### config.mk
export PLATFORM = sky130hd
export DESIGN_NAME = dot_hamming_engine_flat
export DESIGN_NICKNAME = d
export VERILOG_FILES = /design/src/rtl/dot_hamming_engine_if.sv /design/src/rtl/dot_hamming_engine.sv /design/src/flat_wrapper.sv
export SDC_FILE = /design/constraint.sdc
export NUM_CORES = 1
export LEC_CHECK = 0
export CORE_MARGIN = 2
export CORE_UTILIZATION = 44
export CTS_BUF_LIST = sky130_fd_sc_hd__clkbuf_16
export CTS_CLUSTER_DIAMETER = 40
export DETAILED_ROUTE_END_ITERATION = 12
export PLACE_DENSITY = 0.67
export SYNTH_ARGS = -nofsm -noshare
export SYNTH_HDL_FRONTEND = slang
export SYNTH_SLANG_ARGS = --single-unit
### constraint.sdc
create_clock -name clk -period 6.33 [get_ports clk]
set_input_delay 1.899 -clock clk [delete_from_list [all_inputs] [get_ports clk]]
set_output_delay 1.899 -clock clk [all_outputs]
set_load 0.005 [all_outputs]
### src/rtl/dot_hamming_engine_if.sv
// Handshake/operand bus for dot_hamming_engine.
//   slave  : the engine (takes operands and start_valid, returns results)
//   master : the producer/consumer side
// Signals: vector_a/vector_b (N elements of W bits), vector_c/vector_d (N bits),
// signed_mode, start_valid/start_ready, result_valid/result_ready,
// dot_result (ACC_W), xor_result (N), hamming (HD_W), busy.
interface dot_hamming_engine_if #(
  parameter int N = 10,
  parameter int W = 4
);
  localparam int ACC_W = 2*W + $clog2(N);
  localparam int HD_W  = $clog2(N+1);

  logic [N*W-1:0]   vector_a;
  logic [N*W-1:0]   vector_b;
  logic [N-1:0]     vector_c;
  logic [N-1:0]     vector_d;
  logic             signed_mode;
  logic             start_valid;
  logic             start_ready;
  logic             result_valid;
  logic             result_ready;
  logic [ACC_W-1:0] dot_result;
  logic [N-1:0]     xor_result;
  logic [HD_W-1:0]  hamming;
  logic             busy;

  modport master (
    output vector_a, vector_b, vector_c, vector_d, signed_mode, start_valid, result_ready,
    input  start_ready, result_valid, dot_result, xor_result, hamming, busy
  );

  modport slave (
    input  vector_a, vector_b, vector_c, vector_d, signed_mode, start_valid, result_ready,
    output start_ready, result_valid, dot_result, xor_result, hamming, busy
  );
endinterface

### src/rtl/dot_hamming_engine.sv
// Multi-cycle dot product + Hamming distance engine.
// Processes LANES elements per beat over N/LANES beats, then holds the result
// until the consumer takes it.
// Ports: clk, rst (async active-high), bus (dot_hamming_engine_if.slave).
module dot_hamming_engine #(
  parameter int N     = 10,
  parameter int W     = 4,
  parameter int LANES = 2,
  localparam int ACC_W = 2*W + $clog2(N),
  localparam int HD_W  = $clog2(N+1)
) (
  input  logic                clk,
  input  logic                rst,
  dot_hamming_engine_if.slave bus
);
  localparam int BEATS = N / LANES;
  localparam int CNT_W = (BEATS > 1) ? $clog2(BEATS) : 1;

  typedef enum logic [1:0] {IDLE, RUN, DONE} state_t;

  state_t r_state, w_next;
  logic   r_start_ready;

  logic [N*W-1:0]   r_a, r_b;
  logic [N-1:0]     r_c, r_d;
  logic             r_signed;
  logic [ACC_W-1:0] r_acc, r_dot, w_acc_nxt;
  logic [HD_W-1:0]  r_hd_cnt, r_hd, w_hd_nxt;
  logic [N-1:0]     r_xor, w_c_rot, w_d_rot;
  logic [CNT_W-1:0] r_beat;
  logic             w_last;

  logic [LANES-1:0][ACC_W-1:0] w_prod;
  logic [LANES-1:0]            w_xbit;

  assign w_last = (r_beat == CNT_W'(BEATS-1));

  // Lanes always read the low slice; operands shift down each beat.
  for (genvar l = 0; l < LANES; l++) begin : g_lane
    logic [ACC_W-1:0] w_ea, w_eb;
    // Extend to ACC_W first; a modulo-2^ACC_W multiply is then correct
    // for both two's complement and unsigned operands.
    assign w_ea      = {{(ACC_W-W){r_signed & r_a[l*W+W-1]}}, r_a[l*W +: W]};
    assign w_eb      = {{(ACC_W-W){r_signed & r_b[l*W+W-1]}}, r_b[l*W +: W]};
    assign w_prod[l] = w_ea * w_eb;
    assign w_xbit[l] = r_c[l] ^ r_d[l];
  end

  always_comb begin
    w_acc_nxt = r_acc;
    w_hd_nxt  = r_hd_cnt;
    for (int l = 0; l < LANES; l++) begin
      w_acc_nxt = w_acc_nxt + w_prod[l];
      w_hd_nxt  = w_hd_nxt + HD_W'(w_xbit[l]);
    end
  end

  // C/D rotate rather than shift: after BEATS rotations by LANES they are
  // back to the captured values, which feed xor_result.
  assign w_c_rot = (r_c >> LANES) | (r_c << (N-LANES));
  assign w_d_rot = (r_d >> LANES) | (r_d << (N-LANES));

  always_comb begin
    w_next = r_state;
    case (r_state)
      IDLE:    if (bus.start_valid)  w_next = RUN;
      RUN:     if (w_last)           w_next = DONE;
      DONE:    if (bus.result_ready) w_next = IDLE;
      default: w_next = IDLE;
    endcase
  end

  always_ff @(posedge clk or posedge rst) begin
    if (rst) begin
      r_state       <= IDLE;
      r_start_ready <= 1'b1;
    end else begin
      r_state       <= w_next;
      r_start_ready <= (w_next == IDLE);
    end
  end

  always_ff @(posedge clk or posedge rst) begin
    if (rst) begin
      r_a      <= '0;
      r_b      <= '0;
      r_c      <= '0;
      r_d      <= '0;
      r_signed <= 1'b0;
      r_acc    <= '0;
      r_hd_cnt <= '0;
      r_beat   <= '0;
      r_dot    <= '0;
      r_hd     <= '0;
      r_xor    <= '0;
    end else if (r_state == IDLE && bus.start_valid) begin
      r_a      <= bus.vector_a;
      r_b      <= bus.vector_b;
      r_c      <= bus.vector_c;
      r_d      <= bus.vector_d;
      r_signed <= bus.signed_mode;
      r_acc    <= '0;
      r_hd_cnt <= '0;
      r_beat   <= '0;
    end else if (r_state == RUN) begin
      r_a      <= r_a >> (LANES*W);
      r_b      <= r_b >> (LANES*W);
      r_c      <= w_c_rot;
      r_d      <= w_d_rot;
      r_acc    <= w_acc_nxt;
      r_hd_cnt <= w_hd_nxt;
      r_beat   <= r_beat + 1'b1;
      if (w_last) begin
        r_dot <= w_acc_nxt;
        r_hd  <= w_hd_nxt;
        r_xor <= w_c_rot ^ w_d_rot;
      end
    end
  end

  assign bus.start_ready  = r_start_ready;
  assign bus.result_valid = (r_state == DONE);
  assign bus.busy         = (r_state != IDLE);
  assign bus.dot_result   = r_dot;
  assign bus.hamming      = r_hd;
  assign bus.xor_result   = r_xor;
endmodule

### src/flat_wrapper.sv
// flat-port wrapper written by rule: the top's interface ports become plain ports
module dot_hamming_engine_flat 
#(
  parameter int N     = 10,
  parameter int W     = 4,
  parameter int LANES = 2,
  localparam int ACC_W = 2*W + $clog2(N),
  localparam int HD_W  = $clog2(N+1)
)
  (clk, rst, bus_vector_a, bus_vector_b, bus_vector_c, bus_vector_d, bus_signed_mode, bus_start_valid, bus_result_ready, bus_start_ready, bus_result_valid, bus_dot_result, bus_xor_result, bus_hamming, bus_busy);
  dot_hamming_engine_if #(.N(N), .W(W)) bus_i ();
  input  logic clk;
  input  logic rst;
  input wire logic [$bits(bus_i.vector_a)-1:0] bus_vector_a;
  input wire logic [$bits(bus_i.vector_b)-1:0] bus_vector_b;
  input wire logic [$bits(bus_i.vector_c)-1:0] bus_vector_c;
  input wire logic [$bits(bus_i.vector_d)-1:0] bus_vector_d;
  input wire logic [$bits(bus_i.signed_mode)-1:0] bus_signed_mode;
  input wire logic [$bits(bus_i.start_valid)-1:0] bus_start_valid;
  input wire logic [$bits(bus_i.result_ready)-1:0] bus_result_ready;
  output wire logic [$bits(bus_i.start_ready)-1:0] bus_start_ready;
  output wire logic [$bits(bus_i.result_valid)-1:0] bus_result_valid;
  output wire logic [$bits(bus_i.dot_result)-1:0] bus_dot_result;
  output wire logic [$bits(bus_i.xor_result)-1:0] bus_xor_result;
  output wire logic [$bits(bus_i.hamming)-1:0] bus_hamming;
  output wire logic [$bits(bus_i.busy)-1:0] bus_busy;
  assign bus_i.vector_a = bus_vector_a;
  assign bus_i.vector_b = bus_vector_b;
  assign bus_i.vector_c = bus_vector_c;
  assign bus_i.vector_d = bus_vector_d;
  assign bus_i.signed_mode = bus_signed_mode;
  assign bus_i.start_valid = bus_start_valid;
  assign bus_i.result_ready = bus_result_ready;
  assign bus_start_ready = bus_i.start_ready;
  assign bus_result_valid = bus_i.result_valid;
  assign bus_dot_result = bus_i.dot_result;
  assign bus_xor_result = bus_i.xor_result;
  assign bus_hamming = bus_i.hamming;
  assign bus_busy = bus_i.busy;
  dot_hamming_engine #(.N(N), .W(W), .LANES(LANES)) u_core (.clk(clk), .rst(rst), .bus(bus_i));
endmodule
# After elaboration in Yosys (flattened, before gate mapping)
# Cells that the tools add are included.
# word_totals
out_inout_bits	29
register_bits	149
# op_classes
n_eq_ne	3
n_reduce_logical	6
n_mux	18
add_sub_neg	5
bitwise	10
multipliers	2
# op_table
op	count
2-to-1 mux 40 bit	4
2-to-1 mux 10 bit	4
adder 12 bit	2
2-to-1 mux 12 bit	2
multiplier 5 x 5 -> 10 bit	2
bitwise OR 8 x 10 -> 10 bit	2
XOR 10 bit	1
adder 4 x 1 -> 4 bit	2
2-to-1 mux 4 bit	2
2-to-1 mux 2 bit	3
2-to-1 mux 3 bit	2
one-hot mux 2 bit (3 select lines)	1
AND 1 bit	4
logical NOT 2 bit	2
nonzero test 2 bit	2
adder 3 x 1 -> 3 bit, second input constant	1
== test 3 bit, second input constant	1
AND reduction 3 bit	1
== test 2 x 1 -> 1 bit, second input constant	1
== test 2 bit, second input constant	1
XOR 1 bit	2
logical AND 1 bit	1
inverter 1 bit	1

# Longest topological paths before layout
# Gate-level depths: netlist of run 1.
# logic_depth
ltp_word	6
mapped_depth	24
mapped_depth_nobuf	22

# Worst setup path before layout of run 1
# OpenSTA, ideal clock, no wires.
# synth_timing
path_type	reg-to-reg
from	register u_core.r_signed
to	register u_core.r_acc[10]
t_arrival_ns	5.491
stages_incl_launch_ff	23
t_required_ns	6.192
path_slack_ns	0.700
n_path_buf	2
synth_period_minus_slack_ns	5.630
setup_ns	0.138
cell_sequence	dfrtp_1 > clkbuf_1 > nand2_1 > inv_1 > nand2b_1 > fa_1 > fa_1 > inv_1 > fa_1 > fa_1 > a21oi_1 > nor2_1 > nor2_1 > xnor2_1 > fa_1 > inv_1 > ha_1 > buf_2 > a21oi_1 > and2b_4 > a2111oi_4 > mux2i_1 > or4_1
# synth_via
elab_chain_len	6
word_cells_on_any_way	10
# synth_lines
item	line_no	text
start, declared	dot_hamming_engine.sv:26	logic r_signed;
start signal, assigned	dot_hamming_engine.sv:101	r_signed <= bus.signed_mode;
AND 1 bit (on tied branches)	dot_hamming_engine.sv:43, dot_hamming_engine.sv:44	
multiplier 5 x 5 -> 10 bit	dot_hamming_engine.sv:45	assign w_prod[l] = w_ea * w_eb;
adder 12 bit	dot_hamming_engine.sv:53	w_acc_nxt = w_acc_nxt + w_prod[l];
adder 12 bit (*)	dot_hamming_engine.sv:53	
2-to-1 mux 12 bit (*)	dot_hamming_engine.sv:105	end else if (r_state == RUN) begin
2-to-1 mux 12 bit (*)	dot_hamming_engine.sv:96	end else if (r_state == IDLE && bus.start_valid) begin
end signal, assigned	dot_hamming_engine.sv:110	r_acc <= w_acc_nxt;
end, declared	dot_hamming_engine.sv:27	logic [ACC_W-1:0] r_acc, r_dot, w_acc_nxt;
# Every way passes the cells marked *; elsewhere a longest branch is shown, timed or not. The select of a mux whose other input is x is not followed.
# A chain may end at the register's enable or synchronous reset.

# Final worst setup path of run 1
# Ends and elaborated chain as after synthesis.

==> qor.yml, run 1 <==
via_per_inst: 5.097
min_path_type: "register to register"
cts_setup_buffers: 0
fmax_ghz: 0.1704
initial_core_util_pct: 44.54
synth-main-ff-cell: "dfrtp_1"
fin_crit_sh_pct: 92.73
r2r_start: "u_core.r_signed"
grt_overflow: 0
rr_worst_depth: 20
setup_tns_ns: 0
antenna_found_initial: 0
avgSynthCellArea_um2: 9.375
grt_max_degree: 133
grt_first_pass_wirelength_mm: 35.35
worstSetupStartpoint: "u_core.r_signed"
layout.nets: 1258
hold_viol: 0
mostFrequentLayoutCells: "nand2_1, dfrtp_1, clkdlybuf4s50_1"
final_common_cell: "nand2_1"
pin_count: 134
critical_path.endpoint: "u_core.r_acc[10]"
setup.worst_path.start_class: "register"
syn_inst: 952
setup_viol: 0
r2r-end: "u_core.r_acc[10]"
finalMaxSlewViolations: 0
cts_inserted_buffers: 17
seqCellArea_um2: 3731
synthToLayoutAreaGrowth_pct: 24.52
clock_latency_ns: 0.42
drc: 0
multi_input_area_um2: 4731
fillerInstances: 1857
cts_root_buf: "clkbuf_16"
first_global_vias: 7009
wl_mm: 21.08
row_count: 52
maxCapViolations: 0
path_clk_slew_ns: 0.07
ff2ff_setup_slack_ns: 0.46
async_reset_ff_share_pct: 100.0
syn_area_um2: 8925
cts_tree: "built"
h-tree-depth: 4
dp_hpwl_mm: 14.65
worst_pin_slew_ns: 1.039
critPathCaptureType: "register"
post-route-min-period_ns: 5.870
syn_nets: 1148
ys_seq_elements: 149
die_h_um: 146.4
ctsResizeCount: 0
ys_seq_area_share_pct: 41.79
synth.distinct_cells: 51
num_vias: 6856
critPathKind: "register to register"
diodes: 0
port_buffers: 133
dr.pass1.iters: 6
hold_buffers: 0
status: "finished, final reports clean"
grt_setup_unrepaired: "false"
grt_usage_pct: 20.55
core_area_um2: 20040
clockBufferDepth: 2
maxSlewHeadroom_pct: 30.76
postRouteAntennaNets: 0
synth_edf_count: 0
cts.sinks: 149
synth_warnings: 0
arrival_ns: 6.17
initialDrtViolationCount: 468
drive_gt1_share_pct: 5.488
gp_congestion: 0.8234
die_area_um2: 21440
required_ns: 6.63
avgRoutedWirePerCell_um: 15.67
die_x_um: 146.4
final.setup_skew_ns: 0.01452
cp_max_fo: 12
==> registers in the layout, summed over array words and instances, names as in the netlist, 3 cells and up <==
signal and count:
u_core.r_a 40, u_core.bus.hamming 4, u_core.r_d 10, u_core.r_b 40, u_core.r_c 10, u_core.r_beat 3
u_core.bus.dot_result 12, u_core.bus.xor_result 10, u_core.r_acc 12, u_core.r_hd_cnt 4
==> kinds of logic (layout without fill, tap and decap cells) <==
logic type | after synthesis | after routing | synth area share (%)
adders and majority gates | 91 | 91 | 16.71
xor gates and xnor gates | 39 | 39 | 3.827
muxes | 8 | 8 | 0.9673
DFF | 149 | 149 | 41.79
and+or+nand+nor | 352 | 352 | 17.26
buffers and inverters | 131 | 254 | 5.552
AOI/OAI and AO/OA | 182 | 182 | 13.89
==> synth_stat cells, types with 3 or more instances <==
cell type / count / area [um^2]
nand2_1: 249 / 934.7
dfrtp_1: 148 / 3704
a22oi_1: 84 / 630.6
inv_1: 82 / 307.8
fa_1: 47 / 940.9
o21ai_0: 45 / 225.2
clkbuf_1: 44 / 165.2
ha_1: 44 / 550.5
xnor2_1: 31 / 271.5
and2_1: 30 / 187.7
nor2_1: 20 / 75.07
a21oi_1: 15 / 75.07
and3_1: 9 / 56.30
nand2b_1: 9 / 56.30
xor2_1: 8 / 70.07
nor2b_1: 7 / 43.79
o22ai_1: 7 / 43.79
nand3_1: 6 / 30.03
mux2_2: 5 / 56.30
a21o_1: 4 / 30.03
nor3b_1: 4 / 30.03
o21a_1: 4 / 30.03
o21bai_1: 4 / 30.03
or3_1: 4 / 25.02
buf_2: 3 / 15.01
mux2i_1: 3 / 30.03
nor3_1: 3 / 15.01
o31ai_1: 3 / 22.52
or4_1: 3 / 22.52
==> how the worst min path moves through the flow <==
stage / depth (start not counted) / start / slack (ns) / end
2_1_floorplan: 2 / u_core.r_a[10] / 0.45 / u_core.r_a[10]
3_3_place_gp: 2 / u_core.r_b[30] / 0.46 / u_core.r_b[30]
3_5_place_dp: 2 / u_core.r_a[16] / 0.46 / u_core.r_a[16]
4_1_cts: 2 / u_core.r_a[16] / 0.48 / u_core.r_a[16]
5_1_grt: 2 / u_core.r_a[13] / 0.49 / u_core.r_a[13]
6_report: 2 / u_core.r_b[20] / 0.47 / u_core.r_b[20]
==> through the flow <==
stage | hold slack (ns) | util [%] | cells | instance area [um^2] | worst slack (ns)
5_1_grt | 0.4932 | 55.46 | 1345 | 11110 | 0.01801
6_report | 0.4728 | 55.46 | 1345 | 11110 | 0.4600
3_5_place_dp | 0.4634 | 52.43 | 1313 | 10510 | 0.3591
4_1_cts | 0.4789 | 55.44 | 1345 | 11110 | 0.3993
2_1_floorplan | 0.4463 | - | 952 | 8925 | 0.4246
3_3_place_gp | 0.4575 | 52.43 | 1313 | 10510 | 0.5484
==> routing by layer <==
layer  part of all wire (%)  global-route usage (%)  vias up
li1                       -                       -     3364
met1                     45                   27.92     3329
met2                     48                   32.71      148
met3                    5.9                   5.813       15
met4                    1.0                   5.291        0
met5                      0                       0        -
==> layout make-up <==
type | instances | area share (%)
Clock buffer | 17 | 3.828
Clock inverter | 15 | 1.610
Inverter | 82 | 2.815
Multi-Input combinational cell | 672 | 42.57
Sequential cell | 149 | 33.57
Tap cell | 270 | 3.040
Timing Repair Buffer | 140 | 12.56
==> worst max-delay path, cell delays in order (launching register included) <==
cell and delay, ns:
dfrtp_2 0.44, nand2_1 0.15, inv_1 0.13, nand2b_1 0.09, fa_1 0.50, fa_1 0.54, inv_1 0.05, fa_1 0.52
ha_1 0.32, a21o_1 0.16, a21oi_1 0.24, o21bai_1 0.11, a21oi_1 0.19, xor2_1 0.10, fa_1 0.48, inv_1 0.04
ha_1 0.44, and2b_4 0.24, a2111oi_4 0.38, mux2i_1 0.11, or4_1 0.50
Power of run 1 is left out: the tool's default activity adds up to more than one toggle a clock period on the data nets, which glitch-free logic cannot reach.
==> run 2: changes to the inputs <==
--- a/config.mk
+++ b/config.mk
@@ -5,11 +5,13 @@
 export SDC_FILE = /design/constraint.sdc
 export NUM_CORES = 1
 export LEC_CHECK = 0
+export CAP_MARGIN = 0
 export CORE_MARGIN = 2
 export CORE_UTILIZATION = 44
 export CTS_BUF_LIST = sky130_fd_sc_hd__clkbuf_16
 export CTS_CLUSTER_DIAMETER = 40
 export DETAILED_ROUTE_END_ITERATION = 12
+export HOLD_SLACK_MARGIN = 0.03
 export PLACE_DENSITY = 0.67
 export SYNTH_ARGS = -nofsm -noshare
 export SYNTH_HDL_FRONTEND = slang
==> results of run 2 <==
No change in the layout: final DEF, timing and power equal those of run 1.
Power of run 2 is left out for the same reason.
==> run 3: changes to the inputs <==
--- a/config.mk
+++ b/config.mk
@@ -7,12 +7,13 @@
 export LEC_CHECK = 0
 export CAP_MARGIN = 0
 export CORE_MARGIN = 2
-export CORE_UTILIZATION = 44
+export CORE_UTILIZATION = 50
 export CTS_BUF_LIST = sky130_fd_sc_hd__clkbuf_16
 export CTS_CLUSTER_DIAMETER = 40
 export DETAILED_ROUTE_END_ITERATION = 12
 export HOLD_SLACK_MARGIN = 0.03
-export PLACE_DENSITY = 0.67
+export PLACE_DENSITY = 0.75
+export SETUP_SLACK_MARGIN = 0.15
 export SYNTH_ARGS = -nofsm -noshare
 export SYNTH_HDL_FRONTEND = slang
 export SYNTH_SLANG_ARGS = --single-unit
==> run 3 against run 2 <==
Global-route usage rose by 3.3 points. Sequential share of layout area grew 0.13 points. Clock skew is 0.0037 ns lower. Flip-flop and latch count did not move. Via count up 2.2%. Critical endpoint unchanged. Highest routed layer unchanged.
==> qor.yml, run 3 (synthesis gave the netlist of run 1 again) <==
status: "finished, final reports clean"  # unchanged
finalMaxSlewViolations: 0  # unchanged
grt_setup_unrepaired: "false"  # unchanged
ff2ff_setup_slack_ns: 0.46  # about the same
path_clk_slew_ns: 0.07  # about the same
die_x_um: 137.6  # was 146.4 um
setup.worst_path.start_class: "register"  # unchanged
worst_pin_slew_ns: 1.044  # was 1.039 ns
final.setup_skew_ns: 0.01082  # was 0.01452 ns
initialDrtViolationCount: 463  # was 468
final_common_cell: "nand2_1"  # unchanged
critPathKind: "register to register"  # unchanged
diodes: 0  # unchanged
initial_core_util_pct: 51.42  # was 44.54%
avgRoutedWirePerCell_um: 16.24  # was 15.67 um
cp_common_cell: "fa_1"  # unchanged
setup_tns_ns: 0  # unchanged
slowest_delay_ns: 0.55  # was 0.54 ns
hold_viol: 0  # unchanged
cts_inserted_buffers: 17  # unchanged
wl_mm: 21.09  # was 21.08 mm
fmax_ghz: 0.1703  # was 0.1704 GHz
gp_congestion: 0.8623  # was 0.8234
antenna_found_initial: 0  # unchanged
die_h_um: 137.6  # was 146.4 um
arrival_ns: 6.17  # about the same
grt_max_degree: 117  # was 133
cts_root_buf: "clkbuf_16"  # unchanged
row_count: 48  # was 52
rr_worst_depth: 20  # unchanged
core_area_um2: 17360  # was 20040 um^2
grt_first_pass_wirelength_mm: 34.89  # was 35.35 mm
path_cells: "nand2_1 -> inv_1 -> nand2b_1 -> fa_1 -> fa_1 -> inv_1 -> fa_1 -> fa_1 -> a21oi_1 -> nor2_1 -> nor2_1 -> xnor2_1 -> fa_1 -> inv_1 -> ha_1 -> a21oi_1 -> and2b_4 -> a2111oi_4 -> mux2i_1 -> or4_1"  # was nand2_1 -> inv_1 -> nand2b_1 -> fa_1 -> fa_1 -> inv_1 -> fa_1 -> ha_1 -> a21o_1 -> a21oi_1 -> o21bai_1 -> a21oi_1 -> xor2_1 -> fa_1 -> inv_1 -> ha_1 -> and2b_4 -> a2111oi_4 -> mux2i_1 -> or4_1
clockBufferDepth: 2  # unchanged
clock_latency_ns: 0.43  # was 0.42 ns
drc: 0  # unchanged
critPathSlowestCell: "fa_1"  # unchanged
setup_viol: 0  # unchanged
maxSlewHeadroom_pct: 30.42  # was 30.76%
via_per_inst: 5.396  # was 5.097
grt_overflow: 0  # unchanged
layout.nets: 1257  # was 1258
cts_tree: "built"  # unchanged
mostFrequentLayoutCells: "nand2_1, dfrtp_1, clkdlybuf4s50_1"  # unchanged
post-route-min-period_ns: 5.871  # was 5.870 ns
min_path_type: "register to register"  # unchanged
dp_hpwl_mm: 14.56  # was 14.65 mm
drive_gt1_share_pct: 5.959  # was 5.488%
grt_usage_pct: 23.81  # was 20.55%
pin_count: 134  # unchanged
postRouteAntennaNets: 0  # unchanged
cp_max_fo: 11  # was 12
required_ns: 6.63  # about the same
first_global_vias: 7052  # was 7009
fin_crit_sh_pct: 92.75  # was 92.73%
top_regs: "u_core.r_a x40, u_core.r_b x40"  # unchanged
hold_buffers: 0  # unchanged
synthToLayoutAreaGrowth_pct: 24.06  # was 24.52%
cts.sinks: 149  # unchanged
dr.pass1.iters: 5  # was 6
h-tree-depth: 4  # unchanged
worstHoldPathCells: 2  # unchanged
critPathCaptureType: "register"  # unchanged
fillerInstances: 1435  # was 1857
num_vias: 7010  # was 6856
maxCapViolations: 0  # unchanged
port_buffers: 133  # unchanged
die_area_um2: 18930  # was 21440 um^2
[run 3: repair_timing]
item	in CTS	in global routing
buffers inserted	0	0
endpoints found under the setup margin	0	4
endpoints found under the hold margin	0	0
gates resized for setup	0	7
[run 3: worst max-delay path: cells and delay by family, from the launching register on]
family          cells  cell delay (ns)
mux                 1             0.11
buf+inv             3             0.24
fa+ha+maj           6             2.99
flops               1             0.45
xor+xnor            1             0.12
compound gates      3             0.67
simple gates        6             1.17
[run 3: worst paths after layout]
path,startpoint,to
setup / recovery,u_core.r_signed,u_core.r_acc[10]
hold / removal,u_core.r_b[13],u_core.r_b[13]
setup reg to reg,u_core.r_signed,u_core.r_acc[10]
hold reg to reg,u_core.r_b[13],u_core.r_b[13]
max in group asynchronous,rst,u_core.r_b[15]
min in group asynchronous,rst,u_core.bus.xor_result[4]
[run 3: metrics by stage]
stage          hold WS [ns]  area [um^2]  setup slack (ns)  util [%]  std cells
6_report             0.4755        11070            0.4591     63.79       1299
5_1_grt              0.4936        11070            0.1559     63.79       1299
4_1_cts              0.4787        11050            0.3987     63.68       1299
3_5_place_dp         0.4630        10460            0.3978     60.24       1267
3_3_place_gp         0.4574        10460            0.5542     60.24       1267
2_1_floorplan        0.4463         8925            0.4246         -        952
[run 3: cell type report]
class / count / area [um^2] / area share, %
timing repair buffer: 139 / 1401 / 12.66
inverter: 82 / 312.8 / 2.825
tap: 225 / 281.5 / 2.543
sequential: 149 / 3731 / 33.70
clock buffer: 17 / 425.4 / 3.842
clock inverter: 15 / 171.4 / 1.548
multi-input combinational: 672 / 4748 / 42.89
[run 3: layer usage]
metal / part of all wire (%) / global-route usage, % / up-vias
met2: 50 / 38.89 / 165
met4: 1.7 / 7.045 / 0
li1: - / - / 3369
met1: 43 / 31.06 / 3446
met5: 0 / 0 / -
met3: 5.6 / 6.586 / 30
Power of run 3 is left out for the same reason.
